[src/rtl/sisc_ctrl_mc.sv]
// sisc_ctrl_mc: multi-cycle control FSM for the SISC datapath.
// Sequences fetch, decode, execute, data-memory access and register
// writeback, and provides a HALT state left through resume.
// Optional build macro CTRL_MEM_TIMEOUT_EN: a MEM access that waits
// TO_CYCLES cycles without mem_ack raises a sticky mem_err and halts.
module sisc_ctrl_mc #(
    parameter int OPC_W     = 4,
    parameter int MM_W      = 4,
    parameter int ALU_OP_W  = 2,
    parameter int TO_CYCLES = 16
) (
    input  logic                clk,
    input  logic                rst_f,
    input  logic [OPC_W-1:0]    opcode,
    input  logic [MM_W-1:0]     mm,
    input  logic [MM_W-1:0]     stat,
    input  logic                mem_ack,
    input  logic                resume,
    output logic                rf_we,
    output logic [ALU_OP_W-1:0] alu_op,
    output logic                wb_sel,
    output logic                rd_sel,
    output logic                br_sel,
    output logic                pc_rst,
    output logic                pc_write,
    output logic                pc_sel,
    output logic                ir_load,
    output logic                mem_req,
    output logic                mem_we,
    output logic                halted,
    output logic                mem_err
);

    typedef enum logic [2:0] {
        S_START0,
        S_START1,
        S_FETCH,
        S_DECODE,
        S_EXECUTE,
        S_MEM,
        S_WRITEBACK,
        S_HALT
    } state_t;

    localparam logic [OPC_W-1:0] OP_LOD = OPC_W'(1);
    localparam logic [OPC_W-1:0] OP_STR = OPC_W'(2);
    localparam logic [OPC_W-1:0] OP_BRA = OPC_W'(4);
    localparam logic [OPC_W-1:0] OP_BRR = OPC_W'(5);
    localparam logic [OPC_W-1:0] OP_BNE = OPC_W'(6);
    localparam logic [OPC_W-1:0] OP_ALU = OPC_W'(8);
    localparam logic [OPC_W-1:0] OP_HLT = OPC_W'(15);

    state_t r_state;
    state_t w_next;
    logic   w_all_set;
    logic   w_none_set;
    logic   w_to_hit;

    assign w_all_set  = ((mm & stat) == mm);
    assign w_none_set = ((mm & stat) == '0);

`ifdef CTRL_MEM_TIMEOUT_EN
    localparam int CNT_W = $clog2(TO_CYCLES + 1);

    logic [CNT_W-1:0] r_to_cnt;
    logic             r_mem_err;

    // The cycle that would bring the count to TO_CYCLES; an ack in that
    // same cycle wins, so the ack term is part of the hit condition.
    assign w_to_hit = (r_state == S_MEM) && !mem_ack &&
                      (r_to_cnt == CNT_W'(TO_CYCLES - 1));

    // Count ack-less MEM cycles; held at zero outside MEM so every entry starts clean.
    always_ff @(posedge clk or posedge rst_f) begin
        if (rst_f)
            r_to_cnt <= '0;
        else if (r_state != S_MEM)
            r_to_cnt <= '0;
        else if (!mem_ack)
            r_to_cnt <= r_to_cnt + 1'b1;
    end

    // Sticky error flag, cleared only by reset.
    always_ff @(posedge clk or posedge rst_f) begin
        if (rst_f)
            r_mem_err <= 1'b0;
        else if (w_to_hit)
            r_mem_err <= 1'b1;
    end

    assign mem_err = r_mem_err;
`else
    assign w_to_hit = 1'b0;
    assign mem_err  = 1'b0;
`endif

    // State register; reset forces START0 asynchronously.
    always_ff @(posedge clk or posedge rst_f) begin
        if (rst_f)
            r_state <= S_START0;
        else
            r_state <= w_next;
    end

    // Next-state and combinational control outputs from present state and IR fields.
    always_comb begin
        w_next   = r_state;
        rf_we    = 1'b0;
        alu_op   = '0;
        wb_sel   = 1'b0;
        rd_sel   = 1'b0;
        br_sel   = 1'b0;
        pc_rst   = 1'b0;
        pc_write = 1'b0;
        pc_sel   = 1'b0;
        ir_load  = 1'b0;
        mem_req  = 1'b0;
        mem_we   = 1'b0;
        halted   = 1'b0;
        case (r_state)
            S_START0: begin
                pc_rst = 1'b1;
                w_next = S_START1;
            end
            S_START1: w_next = S_FETCH;
            S_FETCH: begin
                ir_load  = 1'b1;
                pc_write = 1'b1;
                w_next   = S_DECODE;
            end
            S_DECODE: w_next = (opcode == OP_HLT) ? S_HALT : S_EXECUTE;
            S_EXECUTE: begin
                w_next = S_FETCH;
                case (opcode)
                    OP_ALU: begin
                        alu_op = (mm == MM_W'(8)) ? ALU_OP_W'(1) : '0;
                        w_next = S_WRITEBACK;
                    end
                    OP_BRA, OP_BRR: begin
                        if (w_all_set) begin
                            pc_sel   = 1'b1;
                            pc_write = 1'b1;
                            br_sel   = (opcode == OP_BRA);
                        end
                    end
                    OP_BNE: begin
                        if (w_none_set) begin
                            pc_sel   = 1'b1;
                            pc_write = 1'b1;
                            br_sel   = 1'b1;
                        end
                    end
                    OP_LOD, OP_STR: w_next = S_MEM;
                    default: w_next = S_FETCH;
                endcase
            end
            S_MEM: begin
                mem_req = 1'b1;
                mem_we  = (opcode == OP_STR);
                if (mem_ack)
                    w_next = (opcode == OP_LOD) ? S_WRITEBACK : S_FETCH;
                else if (w_to_hit)
                    w_next = S_HALT;
            end
            S_WRITEBACK: begin
                rf_we  = 1'b1;
                wb_sel = (opcode == OP_LOD);
                rd_sel = (opcode == OP_ALU);
                w_next = S_FETCH;
            end
            S_HALT: begin
                halted = 1'b1;
                if (resume)
                    w_next = S_FETCH;
            end
            default: w_next = S_START0;
        endcase
    end

endmodule

[config.mk]
export PLATFORM = sky130hd
export DESIGN_NAME = sisc_ctrl_mc
export DESIGN_NICKNAME = d
export VERILOG_FILES = /design/src/rtl/sisc_ctrl_mc.sv
export SDC_FILE = /design/constraint.sdc
export NUM_CORES = 1
export LEC_CHECK = 0
export CORE_AREA = 2 2 39 41
export CTS_CLUSTER_SIZE = 25
export DETAILED_ROUTE_END_ITERATION = 10
export DIE_AREA = 0 0 41 43
export PLACE_DENSITY = 0.83
export SYNTH_ARGS = -nofsm -noshare
export SYNTH_HDL_FRONTEND = slang
export SYNTH_SLANG_ARGS = --single-unit
[constraint.sdc]
create_clock -name clk -period 1.6 [get_ports clk]
set_input_delay 0.16 -clock clk [delete_from_list [all_inputs] [get_ports clk]]
set_output_delay 0.16 -clock clk [all_outputs]
set_load 0.02 [all_outputs]
==> impl_results.md <==
* Status: complete, no violations
* Number of diodes at 0
* Clk sinks at 3
* CP Cell Sequence: nor2_2, nand2_2, nor4_4, buf_4
* Post-synth top area cell: dfrtp_1
* Mapped Cells at 63
* Largest net degree at the start of global routing at 10
* Fin util at 59.5%
* Worst Skew at 0.00693 ns
* Peak VDD IR at 611 uV
* Syn_area_per_cell at 6.69 um2
* Top cells by count, synth: inv_1 (7), nand2_1 (6), nand2b_1 (5), nor2_1 (5)
* Remaining DRCs at 0
* Hold Fails Final Rpt at 0
* Fmax at 650 MHz
* Synth area leaders: dfrtp_1 (18%), nand2b_1 (7.4%), inv_1 (6.2%), nand2_1 (5.3%), nor2_1 (4.5%)
* Row cnt at 14
* Worst Path Buf+Inv at 1
* Share of layout cells above drive strength 1 at 38.5%
* GP Congestion at 0.841
* Fin crit share at 96.2%
* CP top delay family: simple AND/OR/NAND/NOR gates
* Post-synth EDFFs at 0
* Clock latency on the worst-skew pair at 0.25 ns
* NumNets Final at 126
* Flops & latches, synth at 3
* Largest fanout on the critical path at 5
* Worst Path Required at 1.44 ns
* Main synth FF type: dfrtp_1
* Fin crit period at 1.54 ns
* DIE WIDTH at 41 um
* Max reg flops at 3
* Antenna violations before repair at 0
* IO Pins at 30
* Initial Util at 30.5%
* Seq/Total Area, Yosys at 17.8%
* All-Layer GR Usage at 17.7%
* Largest regs: r_state: 3 flops
* Crit-path slowest cell: dfrtp_1
* Clock transition at the registers of the reported paths at 0.04 ns
* Antenna Nets Post-Route at 0
* Max Cap Viol at 0
* WP data arrival at 1.38 ns
* Post-synth cell types at 28
* Max incr delay on CP at 0.42 ns
* H-tree depth at 1
* Area after DPL at 816 um2
* CORE AREA at 1380 um2
* DP HPWL at 1130 um
* Final instance area at 823 um2
* CTS tree: built
* Total gr overflow at 0
* Hold WS at 0.0696 ns
* Most common cell in the synthesized netlist: inv_1
* LEAKAGE at 0.429 nW
* CP Class: reg -> out
* Async set-reset flop share out of synthesis at 100%
* Setup violation total in the final timing report at 0
* Power Density at 1160 nW/um2
* I/O Buffers at 27
* Avg WL per Cell at 11.5 um
* Root buffer cell: clkbuf_4
* DRT Wirelength at 1440 um
* Crit. End Element: output port
* Post-Route Setup TNS at 0 ns
* Warnings from Yosys at 0
* Global-route wire length before repair at 2190 um
* Total number of vias at 610
* Drt first pass iters at 4
* Die ar. at 1760 um2
* Iter 0 DRT Violations at 11
* Die Ht at 43 um
* Startpoint Class: flip-flop
* Most flops, register: r_state
* Worst Hold Class: in -> async
* Vias in the first global route at 569
* Fin. max-slew vios at 0
* Vias per cell at 4.88
* Layout area overhead at 95.3%
* Unrepaired setup endpoints after global routing: true
* Synth top area share at 17.8%
* Inserted Clock Buffers at 3
* Synthesized cell area at 422 um2
* Deepest clock path buffer count at 2
per-layer routing:
metal | GRT usage, % | vias up | part of all wire [%]
met5 | 0 | - | 0
met4 | 6.00 | 0 | 0.97
met3 | 2.62 | 2 | 9.0
met2 | 34.1 | 23 | 52
met1 | 17.2 | 271 | 38
li1 | - | 314 | -
stage by stage:
step,instances,total power [mW],setup WS (ns)
6_report,125,0.953,0.0612
5_1_grt,125,1.03,-0.0263
4_1_cts,125,0.915,-0.00677
3_5_place_dp,119,0.822,-0.688
3_3_place_gp,119,0.807,-0.626
2_1_floorplan,64,0.498,0.0220
where the power goes:
group / switching [mW] / leakage [nW] / internal, mW / total [mW]
combinational: 0.323 / 0.378 / 0.328 / 0.651
clock: 0.0521 / 0.0150 / 0.0943 / 0.146
sequential: 0.0424 / 0.0353 / 0.113 / 0.155
cells by family (layout without fill, tap and decap cells):
logic type / count (synthesis) / in the layout / synth area share (%)
AOI/OAI and AO/OA: 12 / 12 / 21.7
xor gates and xnor gates: 1 / 1 / 2.08
buffers and inverters: 12 / 57 / 14.2
DFF: 3 / 3 / 17.8
muxes: 1 / 1 / 2.37
other: 1 / 2 / 0.889
and+or+nand+nor: 33 / 33 / 40.9
repair_timing:
item                                    4_1_cts  5_1_grt
buffers inserted                              2        0
endpoints found under the setup margin       12        9
pin swaps                                     5        4
hold buffers                                  0        0
gates resized for setup                      47       22
layout by cell type, fill, tap and decap left out, drive strengths merged, types with 5 or more instances in the layout:
cell type      count
inv                7
clkbuf            12
nor2               5
nand2b             5
dlygate4sd2        7
buf               24
nand2              6
clkdlybuf4s50      5
cell type report:
| class | count | area [um2] |
|---|---|---|
| tap | 16 | 20.0 |
| sequential | 3 | 75.1 |
| multi-input combinational | 49 | 325 |
| clock buffer | 4 | 26.3 |
| timing repair buffer | 46 | 350 |
| inverter | 7 | 26.3 |
| fill | 126 | 561 |
final timing paths:
check                                             from                      to  slack [ns]  depth (start not counted)
worst max-delay path            r_state[0]$_DFFE_PP0P_               alu_op[0]        0.06                          4
worst min register to register  r_state[0]$_DFFE_PP0P_  r_state[1]$_DFFE_PP0P_        0.70                          2
max in group asynchronous                        rst_f  r_state[2]$_DFFE_PP0P_        1.40                          2
worst max register to register  r_state[2]$_DFFE_PP0P_  r_state[1]$_DFFE_PP0P_        0.36                          5
worst min-delay path                             rst_f  r_state[1]$_DFFE_PP0P_        0.07                          2
min in group clk                             opcode[1]  r_state[0]$_DFFE_PP0P_        0.62                          4
No activity file was read; power rests on OpenSTA's default activity.
